File: src/rtl/display_timing_gen.sv
// Parametrised raster timing generator with pixel clock-enable.
// Registered outputs decode the next-position counters, so every output describes the same pixel.
module display_timing_gen #(
    parameter int   CORDW  = 10,
    parameter int   H_RES  = 640,
    parameter int   H_FP   = 16,
    parameter int   H_SYNC = 96,
    parameter int   H_BP   = 48,
    parameter int   V_RES  = 480,
    parameter int   V_FP   = 10,
    parameter int   V_SYNC = 2,
    parameter int   V_BP   = 33,
    parameter logic H_POL  = 1'b0,
    parameter logic V_POL  = 1'b0
) (
    input  logic             clk_pix,
    input  logic             rst_pix_n,
    input  logic             ce,
    output logic [CORDW-1:0] sx,
    output logic [CORDW-1:0] sy,
    output logic             hsync,
    output logic             vsync,
    output logic             de,
    output logic             line,
    output logic             frame
);
    localparam int H_TOTAL = H_RES + H_FP + H_SYNC + H_BP;
    localparam int V_TOTAL = V_RES + V_FP + V_SYNC + V_BP;

    localparam logic [CORDW-1:0] H_ACT  = CORDW'(H_RES);
    localparam logic [CORDW-1:0] HS_STA = CORDW'(H_RES + H_FP);
    localparam logic [CORDW-1:0] HS_END = CORDW'(H_RES + H_FP + H_SYNC);
    localparam logic [CORDW-1:0] H_LAST = CORDW'(H_TOTAL - 1);
    localparam logic [CORDW-1:0] V_ACT  = CORDW'(V_RES);
    localparam logic [CORDW-1:0] VS_STA = CORDW'(V_RES + V_FP);
    localparam logic [CORDW-1:0] VS_END = CORDW'(V_RES + V_FP + V_SYNC);
    localparam logic [CORDW-1:0] V_LAST = CORDW'(V_TOTAL - 1);

    logic [CORDW-1:0] r_nx, r_ny;
    logic [CORDW-1:0] r_sx, r_sy;
    logic             r_hsync, r_vsync, r_de, r_line, r_frame;

    logic [CORDW-1:0] w_nx_next, w_ny_next;
    logic             w_hs_act, w_vs_act, w_de;

    always_comb begin
        w_nx_next = r_nx + CORDW'(1);
        w_ny_next = r_ny;
        if (r_nx == H_LAST) begin
            w_nx_next = '0;
            w_ny_next = (r_ny == V_LAST) ? '0 : r_ny + CORDW'(1);
        end
    end

    always_comb begin
        w_hs_act = (r_nx >= HS_STA) && (r_nx < HS_END);
        w_vs_act = (r_ny >= VS_STA) && (r_ny < VS_END);
        w_de     = (r_nx < H_ACT) && (r_ny < V_ACT);
    end

    always_ff @(posedge clk_pix or negedge rst_pix_n) begin
        if (!rst_pix_n) begin
            r_nx    <= '0;
            r_ny    <= '0;
            r_sx    <= '0;
            r_sy    <= '0;
            r_hsync <= ~H_POL;
            r_vsync <= ~V_POL;
            r_de    <= 1'b0;
            r_line  <= 1'b0;
            r_frame <= 1'b0;
        end else if (ce) begin
            r_sx    <= r_nx;
            r_sy    <= r_ny;
            r_hsync <= w_hs_act ? H_POL : ~H_POL;
            r_vsync <= w_vs_act ? V_POL : ~V_POL;
            r_de    <= w_de;
            r_line  <= (r_nx == '0);
            r_frame <= (r_nx == '0) && (r_ny == '0);
            r_nx    <= w_nx_next;
            r_ny    <= w_ny_next;
        end else begin
            // strobes drop on idle cycles so they stay one clk_pix wide at any ce duty
            r_line  <= 1'b0;
            r_frame <= 1'b0;
        end
    end

    assign sx    = r_sx;
    assign sy    = r_sy;
    assign hsync = r_hsync;
    assign vsync = r_vsync;
    assign de    = r_de;
    assign line  = r_line;
    assign frame = r_frame;
endmodule

File: config.mk
export PLATFORM = sky130hd
export DESIGN_NAME = display_timing_gen
export DESIGN_NICKNAME = d
export VERILOG_FILES = /design/src/rtl/display_timing_gen.sv
export SDC_FILE = /design/constraint.sdc
export NUM_CORES = 1
export LEC_CHECK = 0
export BUFFER_PORTS_ARGS = -buffer_cell sky130_fd_sc_hd__buf_2
export CORE_MARGIN = 1.5
export CORE_UTILIZATION = 45
export DETAILED_ROUTE_END_ITERATION = 8
export GPL_TIMING_DRIVEN = 0
export PLACE_DENSITY = 0.73
export SYNTH_ARGS = -nofsm -noshare
export SYNTH_HDL_FRONTEND = slang
export SYNTH_SLANG_ARGS = --single-unit
export TNS_END_PERCENT = 30
File: constraint.sdc
create_clock -name clk_pix -period 2.2 [get_ports clk_pix]
set_clock_uncertainty 0.15 [all_clocks]
set_input_delay 0.22 -clock clk_pix [delete_from_list [all_inputs] [get_ports clk_pix]]
set_output_delay 0.22 -clock clk_pix [all_outputs]
set_load 0.01 [all_outputs]
==> summary.md <==
| Metric | Value |
|---|---|
| Sequential area share after synthesis | 54.2% |
| #FFs+latches synth | 45 |
| Largest net degree at the start of global routing | 46 |
| Worst EP required | 2.27 ns |
| Share of synthesized registers carrying an async set or reset | 100% |
| Total detailed-routing wirelength | 3.83 mm |
| IO Count | 28 |
| Number of enable flip-flop cells after synthesis | 0 |
| Post-Syn Area | 0.00208 mm2 |
| RSZ-0062 raised after global routing | false |
| R2R cell count | 6 |
| Final Cell Area | 0.00241 mm2 |
| Antenna viol nets, final | 0 |
| Width of the die | 71.0 um |
| Leak | 1.18 nW |
| Slew headroom | 35.4% |
| Switch share | 29.7% |
| CP Max Fanout | 9 |
| First-pass GRT wire length | 6.55 mm |
| Layout area overhead | 15.8% |
| GPL Wtd Cong | 0.755 |
| Row cnt | 24 |
| Slew @ Worst Pin | 0.969 ns |
| Clock transition at path regs | 0.08 ns |
| H-tree Lvls | 2 |
| Drt first pass iters | 4 |
| Total track usage | 16.7% |
| Peak Freq | 0.489 GHz |
| Minimum clock period | 2.05 ns |
| Die Height | 71.0 um |
| Seq pwr share | 53.3% |
| Nets | 221 |
| Maximum capacitance violations | 0 |
| Post-Syn Area per Cell | 11.8 um2 |
| Initial antenna violation count | 0 |
| Vias in the first global route | 1,391 |
| Type of the most critical hold path | in -> reg |
| Wirelength per Cell | 14.4 um |
| Simple-gate share of the synthesized area | 16.5% |
| Port bufs | 26 |
| Syn_nets | 184 |
| Grt ovf | 0 |
| Main combinational cell family by area after synthesis | simple AND/OR/NAND/NOR gates |
| Pwr dens | 786 mW/mm2 |
| Compound-Gate Fraction of Synth Area | 6.55% |
| Starting DRT DRC Count | 106 |
| Die area | 0.00505 mm2 |
| Post-Synthesis Cells | 176 |
| Adder-cell area share of the yosys netlist | 3.00% |
| Clock power share | 25.9% |
| Via Count | 1,440 |
| YS warnings | 0 |
| Worst IR Drop VDD | 573 uV |
| Multiplexer area fraction after synthesis | 11.8% |
| Logic pwr share | 20.7% |
| CTS tree | done |
| Status | completed |
| Post-synth cell types | 38 |
| Placed cell area | 0.00228 mm2 |
| Period utilization | 93.0% |
| Max Slew Vio Count | 0 |
| CTS sink cnt | 45 |
| Root Buffer | clkbuf_8 |
| Endpoint type of the worst setup path | flip-flop |
| Ratio of cells with drive above 1 in the final layout | 33.2% |
| Drc violations | 0 |
| WS Path Type | reg -> reg |
| Hpwl dp | 2.55 mm |
| Net switching power | 0.563 mW |
| Post-synthesis xor/xnor area fraction | 3.78% |
| Setup crit start kind | flip-flop |
| Antenna cell count | 0 |
| Internal power | 1.33 mW |
| Maximum buffer depth of the clock tree | 2 |
| Drt via density | 5.41 |
| Total CTS buffers | 5 |
| Most used flip-flop cell after synthesis | dfrtp_1 |
| Initial Util | 47.2% |
| Setup TNS | 0 ns |
| Hold depth | 3 |
| Crit path arrival time | 2.12 ns |
| Later-pin clock latency in the skew report | 0.30 ns |
| Final Hold Viols | 0 |
| Core ar. | 0.00441 mm2 |
| Final setup viols | 0 |
==> critical path, cell delays in order, from the launching register on <==
cell and delay, ns:
dfrtp_2 0.40, ha_2 0.21, nand2_2 0.10, or4_4 0.54, buf_6 0.15, o31a_1 0.29
a31oi_1 0.13
==> path summary, 6_finish.rpt <==
path	from	end	slack [ns]
max	r_nx[0]	r_ny[9]	0.15
min	ce	r_nx[0]	0.12
max reg2reg	r_nx[0]	r_ny[9]	0.15
min reg2reg	sx[3]	sx[3]	0.35
max in group asynchronous	rst_pix_n	r_nx[0]	0.75
min in group asynchronous	rst_pix_n	r_nx[7]	0.49
==> cell usage in the layout, fill, tap and decap left out, types with 2 or more instances in the layout <==
cell type / count
dfrtp_1: 42
buf_2: 26
mux2_2: 21
nand2_1: 11
nand3_1: 9
nor2_1: 8
o21ai_0: 8
inv_1: 7
and3_1: 6
buf_4: 5
clkbuf_1: 5
xnor2_1: 5
clkbuf_8: 5
nor3_1: 4
xor2_1: 4
ha_1: 4
buf_6: 3
nor2b_1: 3
nor4_1: 3
nand4_1: 3
nor4b_1: 2
and4_1: 2
nor3b_1: 2
a21oi_1: 2
o22ai_1: 2
a21o_1: 2
dfstp_2: 2
==> cells in the mapped netlist, drive strengths merged (2+ instances only) <==
library cell,n,area (um2)
nor4b,2,17.5
inv,7,26.3
nand3,9,45.0
ha,5,62.6
and4,2,17.5
nand2,12,45.0
a21oi,2,10.0
nor2,8,30.0
nor3,4,20.0
xor2,4,35.0
nor4,4,31.3
o22ai,2,12.5
mux2,21,236
nand4,3,18.8
nor2b,3,18.8
and3,6,37.5
a21o,3,23.8
buf,5,48.8
o21ai,8,40.0
xnor2,5,43.8
nor3b,2,15.0
dfrtp,43,1080
clkbuf,3,11.3
dfstp,2,52.6
==> state kept, by name, indices dropped and copies added (netlist names) <==
name,count
r_nx,10
line,1
de,1
frame,1
vsync,1
hsync,1
sy,10
sx,10
r_ny,10
==> layer usage <==
metal  GRT usage (%)  vias up  share of wire, %
met4            7.55        0               2.1
li1                -      707                 -
met2            26.2       28                46
met5               0        -                 0
met1            22.3      700                48
met3            3.70        5               4.1
==> through the flow <==
stage	utilization [%]	total power, mW	hold WS, ns	std cells	worst slack [ns]
CTS	54.0	1.88	0.115	263	0.0477
global route	54.6	2.00	0.129	266	0.0337
finish	54.6	1.90	0.117	266	0.153
global placement	51.6	1.36	0.276	254	-0.0820
detailed placement	51.6	1.38	0.287	254	-0.125
floorplan	-	1.25	-0.226	176	0.224
==> area by class of cell <==
cell class | instances | area [um2]
inverter | 7 | 26.3
clock inverter | 1 | 7.51
clock buffer | 7 | 76.3
fill | 390 | 2000
timing repair buffer | 30 | 163
tap | 52 | 65.1
multi-input combinational | 116 | 885
sequential | 45 | 1130
buffer | 8 | 60.1
==> power groups by stage <==
| stage | sequential, mW | combinational (mW) | clock [mW] |
|---|---|---|---|
| after detailed placement | 1.03 | 0.347 | 0 |
| after floorplan | 1.04 | 0.213 | 0 |
| after global routing | 1.03 | 0.434 | 0.541 |
| after global placement | 1.03 | 0.335 | 0 |
| after CTS | 1.01 | 0.359 | 0.510 |
| final | 1.01 | 0.393 | 0.492 |
==> timing repair <==
item,4_1_cts,5_1_grt
endpoints found under the hold margin,43,0
setup buffers,0,3
gates resized for setup,2,3
hold buffers,1,0
cloned,0,0
endpoints found under the setup margin,5,3
==> cell families after synthesis <==
logic type / Yosys count
DFF: 45
and+or+nand+nor: 59
muxes: 22
adders and majority gates: 5
AOI/OAI and AO/OA: 21
xor gates and xnor gates: 9
buffers and inverters: 15
Note: power is estimated with default switching activity, not from simulation.
